===== src/rtl/risc16_tile_if.sv =====
// rtl/risc16_tile_if.sv - Wishbone instruction-memory and I/O bus bundle for risc16_tile
interface risc16_tile_if #(parameter int ADDRESS = 23);
    localparam int AW = ADDRESS - 2;

    logic          mem_cyc_o, mem_stb_o, mem_we_o;
    logic          mem_ack_i, mem_rty_i, mem_err_i;
    logic [2:0]    mem_cti_o;
    logic [1:0]    mem_bte_o;
    logic [AW-1:0] mem_adr_o;
    logic [3:0]    mem_sel_o;
    logic [31:0]   mem_dat_o;
    logic [3:0]    mem_sel_i;
    logic [31:0]   mem_dat_i;

    logic          io_cyc_o, io_stb_o, io_we_o;
    logic          io_ack_i, io_rty_i, io_err_i;
    logic [2:0]    io_cti_o;
    logic [1:0]    io_bte_o;
    logic [AW-1:0] io_adr_o;
    logic [1:0]    io_sel_o;
    logic [15:0]   io_dat_o;
    logic [1:0]    io_sel_i;
    logic [15:0]   io_dat_i;

    modport master (
        output mem_cyc_o, mem_stb_o, mem_we_o, mem_cti_o, mem_bte_o, mem_adr_o, mem_sel_o, mem_dat_o,
        input  mem_ack_i, mem_rty_i, mem_err_i, mem_sel_i, mem_dat_i,
        output io_cyc_o, io_stb_o, io_we_o, io_cti_o, io_bte_o, io_adr_o, io_sel_o, io_dat_o,
        input  io_ack_i, io_rty_i, io_err_i, io_sel_i, io_dat_i
    );

    modport slave (
        input  mem_cyc_o, mem_stb_o, mem_we_o, mem_cti_o, mem_bte_o, mem_adr_o, mem_sel_o, mem_dat_o,
        output mem_ack_i, mem_rty_i, mem_err_i, mem_sel_i, mem_dat_i,
        input  io_cyc_o, io_stb_o, io_we_o, io_cti_o, io_bte_o, io_adr_o, io_sel_o, io_dat_o,
        output io_ack_i, io_rty_i, io_err_i, io_sel_i, io_dat_i
    );
endinterface


===== src/rtl/risc16_tile.sv =====
// rtl/risc16_tile.sv - multi-cycle 16-bit RISC tile with one-line burst-filled I-cache and 16-bit I/O master
module risc16_tile #(parameter int ADDRESS = 23) (
    input  logic          wb_clk_i,
    input  logic          wb_rst_i,
    input  logic          cpu_clk_i,
    input  logic          cache_rst_i,
    risc16_tile_if.master bus
);
    localparam int AW = ADDRESS - 2;

    typedef enum logic [2:0] {S_FETCH, S_FILL, S_EXEC, S_IO, S_HALT} state_e;

    state_e        state_q, state_d;
    logic [15:0]   pc_q, pc_d, ir_q, ir_d;
    logic [15:0]   rf_q [16];
    logic [31:0]   line_q [4];
    logic [12:0]   tag_q, tag_d;
    logic          valid_q, valid_d, bad_q, bad_d;
    logic [1:0]    beat_q, beat_d;
    logic          mem_cyc_q, mem_cyc_d;
    logic [2:0]    mem_cti_q, mem_cti_d;
    logic [AW-1:0] mem_adr_q, mem_adr_d;
    logic          io_cyc_q, io_cyc_d, io_we_q, io_we_d;
    logic [AW-1:0] io_adr_q, io_adr_d;
    logic [15:0]   io_dat_q, io_dat_d;
    logic          rf_we, line_we;
    logic [15:0]   rf_wd;

    logic [3:0]  op, rd, ra, rb;
    logic [15:0] va, vb, vd, imm8s, imm4s, ea, fetch_word;
    logic [31:0] line_word;
    logic        hit, io_done, unused_ok;

    assign op         = ir_q[15:12];
    assign rd         = ir_q[11:8];
    assign ra         = ir_q[7:4];
    assign rb         = ir_q[3:0];
    assign va         = rf_q[ra];
    assign vb         = rf_q[rb];
    assign vd         = rf_q[rd];
    assign imm8s      = {{8{ir_q[7]}}, ir_q[7:0]};
    assign imm4s      = {{12{ir_q[3]}}, ir_q[3:0]};
    assign ea         = va + imm4s;
    assign line_word  = line_q[pc_q[2:1]];
    assign fetch_word = pc_q[0] ? line_word[31:16] : line_word[15:0];
    assign hit        = valid_q && (tag_q == pc_q[15:3]);
    assign io_done    = bus.io_ack_i | bus.io_err_i | bus.io_rty_i;
    assign unused_ok  = ^{cpu_clk_i, bus.mem_sel_i, bus.io_sel_i};

    always_comb begin
        state_d   = state_q;
        pc_d      = pc_q;
        ir_d      = ir_q;
        tag_d     = tag_q;
        valid_d   = valid_q;
        bad_d     = bad_q;
        beat_d    = beat_q;
        mem_cyc_d = mem_cyc_q;
        mem_cti_d = mem_cti_q;
        mem_adr_d = mem_adr_q;
        io_cyc_d  = io_cyc_q;
        io_we_d   = io_we_q;
        io_adr_d  = io_adr_q;
        io_dat_d  = io_dat_q;
        rf_we     = 1'b0;
        rf_wd     = 16'h0;
        line_we   = 1'b0;

        unique case (state_q)
            S_FETCH: begin
                if (hit) begin
                    ir_d    = fetch_word;
                    state_d = S_EXEC;
                end else begin
                    state_d   = S_FILL;
                    mem_cyc_d = 1'b1;
                    mem_cti_d = 3'b010;
                    mem_adr_d = AW'({pc_q[15:3], 2'b00});
                    beat_d    = 2'd0;
                    valid_d   = 1'b0;
                    bad_d     = 1'b0;
                    tag_d     = pc_q[15:3];
                end
            end
            S_FILL: begin
                // An invalidate landing mid-burst poisons the line without cutting the burst short.
                if (cache_rst_i) bad_d = 1'b1;
                if (bus.mem_err_i || bus.mem_rty_i) begin
                    mem_cyc_d = 1'b0;
                    mem_cti_d = 3'b000;
                    state_d   = S_FETCH;
                end else if (bus.mem_ack_i) begin
                    line_we = 1'b1;
                    if (beat_q == 2'd3) begin
                        mem_cyc_d = 1'b0;
                        mem_cti_d = 3'b000;
                        valid_d   = !bad_q && !cache_rst_i;
                        state_d   = S_FETCH;
                    end else begin
                        beat_d    = beat_q + 2'd1;
                        mem_adr_d = mem_adr_q + AW'(1);
                        mem_cti_d = (beat_q == 2'd2) ? 3'b111 : 3'b010;
                    end
                end
            end
            S_EXEC: begin
                pc_d    = pc_q + 16'd1;
                state_d = S_FETCH;
                unique case (op)
                    4'h0: begin rf_we = 1'b1; rf_wd = va + vb; end
                    4'h1: begin rf_we = 1'b1; rf_wd = va - vb; end
                    4'h2: begin rf_we = 1'b1; rf_wd = va & vb; end
                    4'h3: begin rf_we = 1'b1; rf_wd = va | vb; end
                    4'h4: begin rf_we = 1'b1; rf_wd = va ^ vb; end
                    4'h6: begin rf_we = 1'b1; rf_wd = va << vb[3:0]; end
                    4'h7: begin rf_we = 1'b1; rf_wd = va >> vb[3:0]; end
                    4'h8: begin rf_we = 1'b1; rf_wd = imm8s; end
                    4'h9: begin rf_we = 1'b1; rf_wd = {ir_q[7:0], vd[7:0]}; end
                    4'hA: begin rf_we = 1'b1; rf_wd = va + imm4s; end
                    4'hB: if (vd == 16'h0) pc_d = pc_q + 16'd1 + imm8s;
                    4'hC: pc_d = va;
                    4'hD, 4'hE: begin
                        pc_d     = pc_q;
                        state_d  = S_IO;
                        io_cyc_d = 1'b1;
                        io_we_d  = (op == 4'hE);
                        // Top three ea bits land at the top of the I/O space so 0xC000 hits the flush decode.
                        io_adr_d = AW'(ea[12:0]) | (AW'(ea[15:13]) << (AW - 3));
                        if (op == 4'hE) io_dat_d = vd;
                    end
                    4'hF: begin pc_d = pc_q; state_d = S_HALT; end
                    default: ;
                endcase
            end
            S_IO: begin
                if (io_done) begin
                    io_cyc_d = 1'b0;
                    io_we_d  = 1'b0;
                    pc_d     = pc_q + 16'd1;
                    state_d  = S_FETCH;
                    if (op == 4'hD) begin
                        rf_we = 1'b1;
                        rf_wd = (bus.io_ack_i && !bus.io_err_i && !bus.io_rty_i) ? bus.io_dat_i : 16'h0;
                    end
                end
            end
            default: ;
        endcase

        if (cache_rst_i) valid_d = 1'b0;
    end

    always_ff @(posedge wb_clk_i or posedge wb_rst_i) begin
        if (wb_rst_i) begin
            state_q   <= S_FETCH;
            pc_q      <= '0;
            ir_q      <= '0;
            tag_q     <= '0;
            valid_q   <= 1'b0;
            bad_q     <= 1'b0;
            beat_q    <= '0;
            mem_cyc_q <= 1'b0;
            mem_cti_q <= '0;
            mem_adr_q <= '0;
            io_cyc_q  <= 1'b0;
            io_we_q   <= 1'b0;
            io_adr_q  <= '0;
            io_dat_q  <= '0;
            for (int i = 0; i < 16; i++) rf_q[i] <= '0;
            for (int i = 0; i < 4; i++) line_q[i] <= '0;
        end else begin
            state_q   <= state_d;
            pc_q      <= pc_d;
            ir_q      <= ir_d;
            tag_q     <= tag_d;
            valid_q   <= valid_d;
            bad_q     <= bad_d;
            beat_q    <= beat_d;
            mem_cyc_q <= mem_cyc_d;
            mem_cti_q <= mem_cti_d;
            mem_adr_q <= mem_adr_d;
            io_cyc_q  <= io_cyc_d;
            io_we_q   <= io_we_d;
            io_adr_q  <= io_adr_d;
            io_dat_q  <= io_dat_d;
            if (rf_we && rd != 4'd0) rf_q[rd] <= rf_wd;
            if (line_we) line_q[beat_q] <= bus.mem_dat_i;
        end
    end

    assign bus.mem_cyc_o = mem_cyc_q;
    assign bus.mem_stb_o = mem_cyc_q;
    assign bus.mem_we_o  = 1'b0;
    assign bus.mem_cti_o = mem_cti_q;
    assign bus.mem_bte_o = 2'b00;
    assign bus.mem_adr_o = mem_adr_q;
    assign bus.mem_sel_o = 4'hF;
    assign bus.mem_dat_o = 32'h0;
    assign bus.io_cyc_o  = io_cyc_q;
    assign bus.io_stb_o  = io_cyc_q;
    assign bus.io_we_o   = io_we_q;
    assign bus.io_cti_o  = 3'b000;
    assign bus.io_bte_o  = 2'b00;
    assign bus.io_adr_o  = io_adr_q;
    assign bus.io_sel_o  = 2'b11;
    assign bus.io_dat_o  = io_dat_q;
endmodule


===== src/flat_wrapper.sv =====
// flat-port wrapper written by rule: the top's interface ports become plain ports
module risc16_tile_flat 
#(parameter int ADDRESS = 23)
  (wb_clk_i, wb_rst_i, cpu_clk_i, cache_rst_i, bus_mem_cyc_o, bus_mem_stb_o, bus_mem_we_o, bus_mem_cti_o, bus_mem_bte_o, bus_mem_adr_o, bus_mem_sel_o, bus_mem_dat_o, bus_mem_ack_i, bus_mem_rty_i, bus_mem_err_i, bus_mem_sel_i, bus_mem_dat_i, bus_io_cyc_o, bus_io_stb_o, bus_io_we_o, bus_io_cti_o, bus_io_bte_o, bus_io_adr_o, bus_io_sel_o, bus_io_dat_o, bus_io_ack_i, bus_io_rty_i, bus_io_err_i, bus_io_sel_i, bus_io_dat_i);
  risc16_tile_if #(.ADDRESS(ADDRESS)) bus_i ();
  input  logic wb_clk_i;
  input  logic wb_rst_i;
  input  logic cpu_clk_i;
  input  logic cache_rst_i;
  output wire logic [$bits(bus_i.mem_cyc_o)-1:0] bus_mem_cyc_o;
  output wire logic [$bits(bus_i.mem_stb_o)-1:0] bus_mem_stb_o;
  output wire logic [$bits(bus_i.mem_we_o)-1:0] bus_mem_we_o;
  output wire logic [$bits(bus_i.mem_cti_o)-1:0] bus_mem_cti_o;
  output wire logic [$bits(bus_i.mem_bte_o)-1:0] bus_mem_bte_o;
  output wire logic [$bits(bus_i.mem_adr_o)-1:0] bus_mem_adr_o;
  output wire logic [$bits(bus_i.mem_sel_o)-1:0] bus_mem_sel_o;
  output wire logic [$bits(bus_i.mem_dat_o)-1:0] bus_mem_dat_o;
  input wire logic [$bits(bus_i.mem_ack_i)-1:0] bus_mem_ack_i;
  input wire logic [$bits(bus_i.mem_rty_i)-1:0] bus_mem_rty_i;
  input wire logic [$bits(bus_i.mem_err_i)-1:0] bus_mem_err_i;
  input wire logic [$bits(bus_i.mem_sel_i)-1:0] bus_mem_sel_i;
  input wire logic [$bits(bus_i.mem_dat_i)-1:0] bus_mem_dat_i;
  output wire logic [$bits(bus_i.io_cyc_o)-1:0] bus_io_cyc_o;
  output wire logic [$bits(bus_i.io_stb_o)-1:0] bus_io_stb_o;
  output wire logic [$bits(bus_i.io_we_o)-1:0] bus_io_we_o;
  output wire logic [$bits(bus_i.io_cti_o)-1:0] bus_io_cti_o;
  output wire logic [$bits(bus_i.io_bte_o)-1:0] bus_io_bte_o;
  output wire logic [$bits(bus_i.io_adr_o)-1:0] bus_io_adr_o;
  output wire logic [$bits(bus_i.io_sel_o)-1:0] bus_io_sel_o;
  output wire logic [$bits(bus_i.io_dat_o)-1:0] bus_io_dat_o;
  input wire logic [$bits(bus_i.io_ack_i)-1:0] bus_io_ack_i;
  input wire logic [$bits(bus_i.io_rty_i)-1:0] bus_io_rty_i;
  input wire logic [$bits(bus_i.io_err_i)-1:0] bus_io_err_i;
  input wire logic [$bits(bus_i.io_sel_i)-1:0] bus_io_sel_i;
  input wire logic [$bits(bus_i.io_dat_i)-1:0] bus_io_dat_i;
  assign bus_mem_cyc_o = bus_i.mem_cyc_o;
  assign bus_mem_stb_o = bus_i.mem_stb_o;
  assign bus_mem_we_o = bus_i.mem_we_o;
  assign bus_mem_cti_o = bus_i.mem_cti_o;
  assign bus_mem_bte_o = bus_i.mem_bte_o;
  assign bus_mem_adr_o = bus_i.mem_adr_o;
  assign bus_mem_sel_o = bus_i.mem_sel_o;
  assign bus_mem_dat_o = bus_i.mem_dat_o;
  assign bus_i.mem_ack_i = bus_mem_ack_i;
  assign bus_i.mem_rty_i = bus_mem_rty_i;
  assign bus_i.mem_err_i = bus_mem_err_i;
  assign bus_i.mem_sel_i = bus_mem_sel_i;
  assign bus_i.mem_dat_i = bus_mem_dat_i;
  assign bus_io_cyc_o = bus_i.io_cyc_o;
  assign bus_io_stb_o = bus_i.io_stb_o;
  assign bus_io_we_o = bus_i.io_we_o;
  assign bus_io_cti_o = bus_i.io_cti_o;
  assign bus_io_bte_o = bus_i.io_bte_o;
  assign bus_io_adr_o = bus_i.io_adr_o;
  assign bus_io_sel_o = bus_i.io_sel_o;
  assign bus_io_dat_o = bus_i.io_dat_o;
  assign bus_i.io_ack_i = bus_io_ack_i;
  assign bus_i.io_rty_i = bus_io_rty_i;
  assign bus_i.io_err_i = bus_io_err_i;
  assign bus_i.io_sel_i = bus_io_sel_i;
  assign bus_i.io_dat_i = bus_io_dat_i;
  risc16_tile #(.ADDRESS(ADDRESS)) u_core (.wb_clk_i(wb_clk_i), .wb_rst_i(wb_rst_i), .cpu_clk_i(cpu_clk_i), .cache_rst_i(cache_rst_i), .bus(bus_i));
endmodule

===== config.mk =====
export PLATFORM = sky130hd
export DESIGN_NAME = risc16_tile_flat
export DESIGN_NICKNAME = d
export VERILOG_FILES = /design/src/rtl/risc16_tile_if.sv /design/src/rtl/risc16_tile.sv /design/src/flat_wrapper.sv
export SDC_FILE = /design/constraint.sdc
export NUM_CORES = 2
export LEC_CHECK = 0
export BUFFER_PORTS_ARGS = -buffer_cell sky130_fd_sc_hd__buf_2
export CAP_MARGIN = 25
export CORE_MARGIN = 2
export CORE_UTILIZATION = 60
export CTS_CLUSTER_DIAMETER = 60
export DETAILED_ROUTE_END_ITERATION = 16
export GPL_TIMING_DRIVEN = 0
export PLACE_DENSITY = 0.78
export SLEW_MARGIN = 10
export SYNTH_ARGS = -nofsm -noshare
export SYNTH_HDL_FRONTEND = slang
export SYNTH_SLANG_ARGS = --single-unit

===== constraint.sdc =====
create_clock -name wb_clk_i -period 18.4 [get_ports wb_clk_i]
set_input_delay 1.84 -clock wb_clk_i [delete_from_list [all_inputs] [get_ports wb_clk_i]]
set_output_delay 1.84 -clock wb_clk_i [all_outputs]
set_load 0.005 [all_outputs]

After elaboration in Yosys (flattened, before gate mapping)

Index checks and enable logic that the tools add are counted.

Flip-flop bits (word level): 500
Latch bits: 0
RAM bits: 0
ROM bits: 0
Input port bits: 64
Output and inout bits: 112
Logic and storage cells: 207
Memories: 0

$add $sub $neg: 7
Multipliers: 0
Div/mod/pow operators: 0
Magnitude comparators: 7
Equality and inequality tests: 34
Shift operators: 2
Mux-type cells: 76
Bitwise logic cells: 12
Reductions and logical operators: 35

Operators by type and width:

| kind                                          | number |
|---|---|
| bitwise mux 256 bit                           | 1 |
| two-way mux 16 bit                            | 13 |
| binary-select mux 16 bit (select 4 bit)       | 3 |
| one-hot mux 16 bit (10 select lines)          | 1 |
| bitwise mux 128 bit                           | 1 |
| two-way mux 32 bit                            | 3 |
| two-way mux 21 bit                            | 4 |
| binary-select mux 32 bit (select 2 bit)       | 1 |
| demux 16 bit (select 4 bit)                   | 1 |
| demux 32 bit (select 2 bit)                   | 1 |
| one-hot mux 16 bit (2 select lines)           | 2 |
| adder 16 bit                                  | 3 |
| one-hot mux 16 bit (3 select lines)           | 1 |
| one-hot mux 21 bit (2 select lines)           | 1 |
| equality test 4 bit, second input constant    | 8 |
| two-way mux 3 bit                             | 9 |
| adder 21 x 1 -> 21 bit, second input constant | 1 |
| bitwise OR 13 x 21 -> 21 bit                  | 1 |
| two-way mux 1 bit                             | 19 |
| adder 16 x 1 -> 16 bit, second input constant | 1 |
| AND 16 bit                                    | 1 |
| logical NOT 16 bit                            | 1 |
| bitwise OR 16 bit                             | 1 |
| left shift 16 x 4 -> 16 bit                   | 1 |
| other kinds (44)                              | 94 |

Longest topological paths before layout

Depth after elaboration: 8
Depth in mapped cells: 25
Gate-level depth less buffers: 19

Worst setup path before layout

Ideal clock, no wire load.

Path kind: reg-to-reg
Start point: register u_core.ir_q[0]
End point: register u_core.rf_q[174] (netlist bit)
Data arrival time: 5.093 ns
Required time: 18.273 ns
Path slack: 13.181 ns
Stages on the path, launching flop included: 23
Path buffers: 5
Clock period less this slack: 5.219 ns
Path through: dfrtp_1 > buf_6 > buf_12 > mux4_2 > a221oi_4 > buf_6 > buf_12 > ha_1 > nand3_1 > or3_1 > nor3_1 > nor2_1 > xnor2_1 > ha_1 > and3_1 > a21oi_1 > o21ai_0 > a221oi_1 > xor2_1 > nor2_1 > o31ai_2 > buf_6 > o21ai_2

Cells in the longest elaborated chain, start to end: 8

RTL lines:

| item                                                  | RTL line           | text |
|---|---|---|
| from (decl)                                           | risc16_tile.sv:14  | `logic [15:0] pc_q, pc_d, ir_q, ir_d;` |
| from (signal assigned)                                | risc16_tile.sv:174 | `ir_q <= ir_d;` |
| NOT 4 -> 5 bit (implied by the code)                  | risc16_tile.sv:39  | `assign vb = rf_q[rb];` |
| binary-select mux 16 bit (select 4 bit)               | risc16_tile.sv:39  |  |
| two-way mux 16 bit (implied by the code) (2 in a row) | risc16_tile.sv:39  |  |
| subtractor 16 bit (tied with other cells)             | risc16_tile.sv:111 | `4'h1: begin rf_we = 1'b1; rf_wd = va - vb; end` |
| one-hot mux 16 bit (10 select lines) *                | risc16_tile.sv:109 | `unique case (op)` |
| one-hot mux 16 bit (2 select lines) *                 | risc16_tile.sv:69  | `unique case (state_q)` |
| bitwise mux 256 bit *                                 | risc16_tile.sv:186 | `if (rf_we && rd != 4'd0) rf_q[rd] <= rf_wd;` |
| to (signal, indexed assignment)                       | risc16_tile.sv:186 |  |
| to (decl)                                             | risc16_tile.sv:15  | `logic [15:0] rf_q [16];` |

Every way passes the cells marked *; elsewhere a longest branch is shown, timed or not. The select of a mux whose other input is x is not followed.
A chain may end at the register's enable or synchronous reset.

Final worst setup path

Start point: register u_core.ir_q[7]
End point: register u_core.rf_q[91] (netlist bit)

Cells in the longest elaborated chain, start to end: 8

RTL lines:

| item                                                  | RTL line           | text |
|---|---|---|
| NOT 4 -> 5 bit (implied by the code)                  | risc16_tile.sv:38  | `assign va = rf_q[ra];` |
| binary-select mux 16 bit (select 4 bit)               | risc16_tile.sv:38  |  |
| two-way mux 16 bit (implied by the code) (2 in a row) | risc16_tile.sv:38  |  |
| adder 16 bit (tied with other cells)                  | risc16_tile.sv:119 | `4'hA: begin rf_we = 1'b1; rf_wd = va + imm4s; end` |
| one-hot mux 16 bit (10 select lines) *                | risc16_tile.sv:109 |  |
| one-hot mux 16 bit (2 select lines) *                 | risc16_tile.sv:69  |  |
| bitwise mux 256 bit *                                 | risc16_tile.sv:186 |  |

Marks and branches as above.

==> run metrics <==
Max Cap Violations=0; port bufs=117; clock tree buffer depth=3; crit path time final=7.952 ns; fin worst setup slack=10.45 ns; Top Metal Used=met5; R2R Setup Slk=10.45 ns; area leader, netlist=dfrtp_1; CP bufs+invs=3; max incr delay on CP=0.89 ns; Routed WL=125500 microns; routed vias/inst=7.115; Die Wd=236.0 microns; fin crit share=43.22%; DRC=0; GPL Wtd Cong=1.017; placed cell areas=34130 sq um; largest net degree at the start of global routing=123; Unique masters post-synth=107; drt initial violations=3684; CTS sink cnt=494; layout overhead on the synthesized area=11.81%; Syn Inst Count=2996; vias in the first global route=27480; slew margin rel.=17.84%; number of flops mapped to enable cells by yosys=0; status=finished, final reports clean; Fmax achieved=125.8 MHz; Setup Viol. Count Final=0; CP cell instances=clkbuf_1, nor2b_1, clkbuf_1, a22oi_1, nand2_1, ha_1, a21oi_1, o211ai_1, nand3_1, nand2_1, o211a_1, o21ai_0, o221ai_1, o21ai_1, clkbuf_2, o21ai_1; core area=53500 sq um; Die ar.=55710 sq um; Post-CTS Hold Fix Bufs=0; synth top area cells=dfrtp_1 (38%), mux4_2 (16%), mux2_2 (5.7%); routed length on met3=17260 microns; Max Slew Vio Count=0; worst path required time=18.88 ns; critical path's top delay family=compound AO/OA/AOI/OAI gates; asr flop ratio synth=100.0%; CP Data Arrival Time=8.43 ns; first-pass GRT wire length=180600 microns; CTS tree=built; Initial DRT Pass Iterations=6; RSZ-0062 raised after global routing=no; clock buffer count from CTS=54; CP max FO=11; most common cell after layout, fill and taps aside=dfrtp_1; commonest cells after routing, fill and taps aside=dfrtp_1 (494), nand2_1 (420), o21ai_0 (283); leak pwr=15.88 nW; worst hold path type=flop to flop; Final Cell Area=36110 sq um; H-Tree Depth=2; Register Area=12360 sq um; WS Path Type=flop to flop; initial antenna violation count=6; nets=3396; Worst-path clk slew=0.06 ns; Synth Area per Inst=10.78 sq um; maximum VDD drop=0.2096 mV; top cell type's share of synthesized area=38.27%; Worst-Margin Slew=1.232 ns; WL met2=54550 microns; post-CTS setup buffers=0; Starting Density=60.38%; Total Routing Usage GR=44.41%; clock root cell=clkbuf_16; via count=28370; area occupied by multi-input gates=18180 sq um; Pwr Total=5.335 mW; flop and latch count out of synthesis=494; mapped cell area=32300 sq um; Layout fillers=4019; Synth warnings=0; layout cells sized above 1=24.95%; post-route ant nets=0; Clock Skews=0.05339 ns; slowest CP cell=o21ai_1; pre-CTS WS=11.24 ns; die height=236.0 microns; M1 wire length=43670 microns; register area share after synthesis=38.27%; Post-CTS Resized=0; total congestion overflow=0; CP endpoint kind=flop; # rows=85; top_reg_cell synth=dfrtp_1; dpl hpwl=88010 microns; Clk Latency, worst-skew pair=0.66 ns; crit path launch type=flop; wire per inst=31.47 microns; Top Ports=176; final hold violations=0; PwrDens=147.7 nW/um^2
[metrics by stage]
stage	hold WS [ns]	TNS [ns]	cells	util (%)
6_report	0.4660	0	3987	67.51
5_1_grt	0.4929	0	3985	67.50
3_3_place_gp	0.4588	-682.40	3858	63.45
3_5_place_dp	0.4595	0	3868	63.80
2_1_floorplan	0.4552	0	3045	-
4_1_cts	0.4737	0	3967	67.22
[worst register-to-register path, delay by kind of cell (launching register included)]
kind	cells	cell delay, ns
and+or+nand+nor	4	1.97
buffers and inverters	3	1.75
adders and majority gates	1	0.47
DFF	1	0.58
AOI/OAI and AO/OA	8	3.02
[cell usage after synthesis, drive strengths merged, types with 8 or more instances]
master  instances
xor2           27
mux2i         113
inv            55
o221ai          9
nand2         421
ha             86
o22ai          15
dfrtp         494
clkbuf        156
a21oi         112
a31oi          19
nor4           12
o21ai         349
o211ai         16
nor2          118
mux4          235
and3           21
buf           141
or3             8
a221oi         21
mux2          164
nor2b          24
nand4          15
o21a            9
xnor2          49
a211oi         27
a22oi          57
a21o           15
nand3          50
nand2b         13
nor3           40
[routing by layer]
| metal | vias to the layer above | global-route usage (%) |
|---|---|---|
| li1 | 11520 | - |
| met1 | 14030 | 54.63 |
| met2 | 2238 | 65.16 |
| met3 | 569 | 18.47 |
| met4 | 13 | 27.10 |
| met5 | - | 3.290 |
[worst paths after layout]
kind	depth (start not counted)	endpoint	start
worst max register to register	16	u_core.rf_q[91]	u_core.ir_q[7]
worst max-delay path	16	u_core.rf_q[91]	u_core.ir_q[7]
max in group asynchronous	4	u_core.bus.io_adr_o[18]	wb_rst_i
worst min register to register	2	u_core.bus.io_adr_o[5]	u_core.bus.io_adr_o[5]
min in group asynchronous	2	u_core.rf_q[82]	wb_rst_i
worst min-delay path	2	u_core.bus.io_adr_o[5]	u_core.bus.io_adr_o[5]
[power by group]
group          switching (mW)  total (mW)  internal, mW
registers               0.147        1.41          1.26
logic                    1.71        2.82          1.11
clock network           0.480        1.11         0.633
total                    2.33        5.33          3.00
[cell families after synthesis]
| family | after synthesis | synth area share [%] |
|---|---|---|
| simple gates | 755 | 10.43 |
| compound gates | 713 | 13.84 |
| mux | 512 | 25.79 |
| flops | 494 | 38.27 |
| buf+inv | 355 | 6.043 |
| fa+ha+maj | 89 | 3.517 |
| xor+xnor | 76 | 2.084 |
| other cells | 2 | 0.02325 |
[final cells by class]
type / instances / share of cell area [%]
Multi-Input combinational cell: 2196 / 50.33
Sequential cell: 494 / 34.23
Buffer: 298 / 4.809
Clock buffer: 77 / 4.286
Timing Repair Buffer: 142 / 2.505
Tap cell: 696 / 2.411
Clock inverter: 22 / 0.7761
Inverter: 57 / 0.6202
Antenna cell: 5 / 0.03465
[sequential cells by signal, indices dropped and copies added (netlist names)]
signal,cells
u_core.rf_q,256
u_core.line_q,128
u_core.bus.mem_adr_o,21
u_core.bus.io_adr_o,16
u_core.bus.io_dat_o,16
u_core.ir_q,16
u_core.pc_q,16
u_core.tag_q,13
u_core.state_q,3
u_core.beat_q,2
u_core.bus.mem_cti_o,2
u_core.bad_q,1
u_core.bus.io_cyc_o,1
u_core.bus.io_we_o,1
u_core.bus.mem_cyc_o,1
u_core.valid_q,1
No activity file was read; power rests on OpenSTA's default activity.
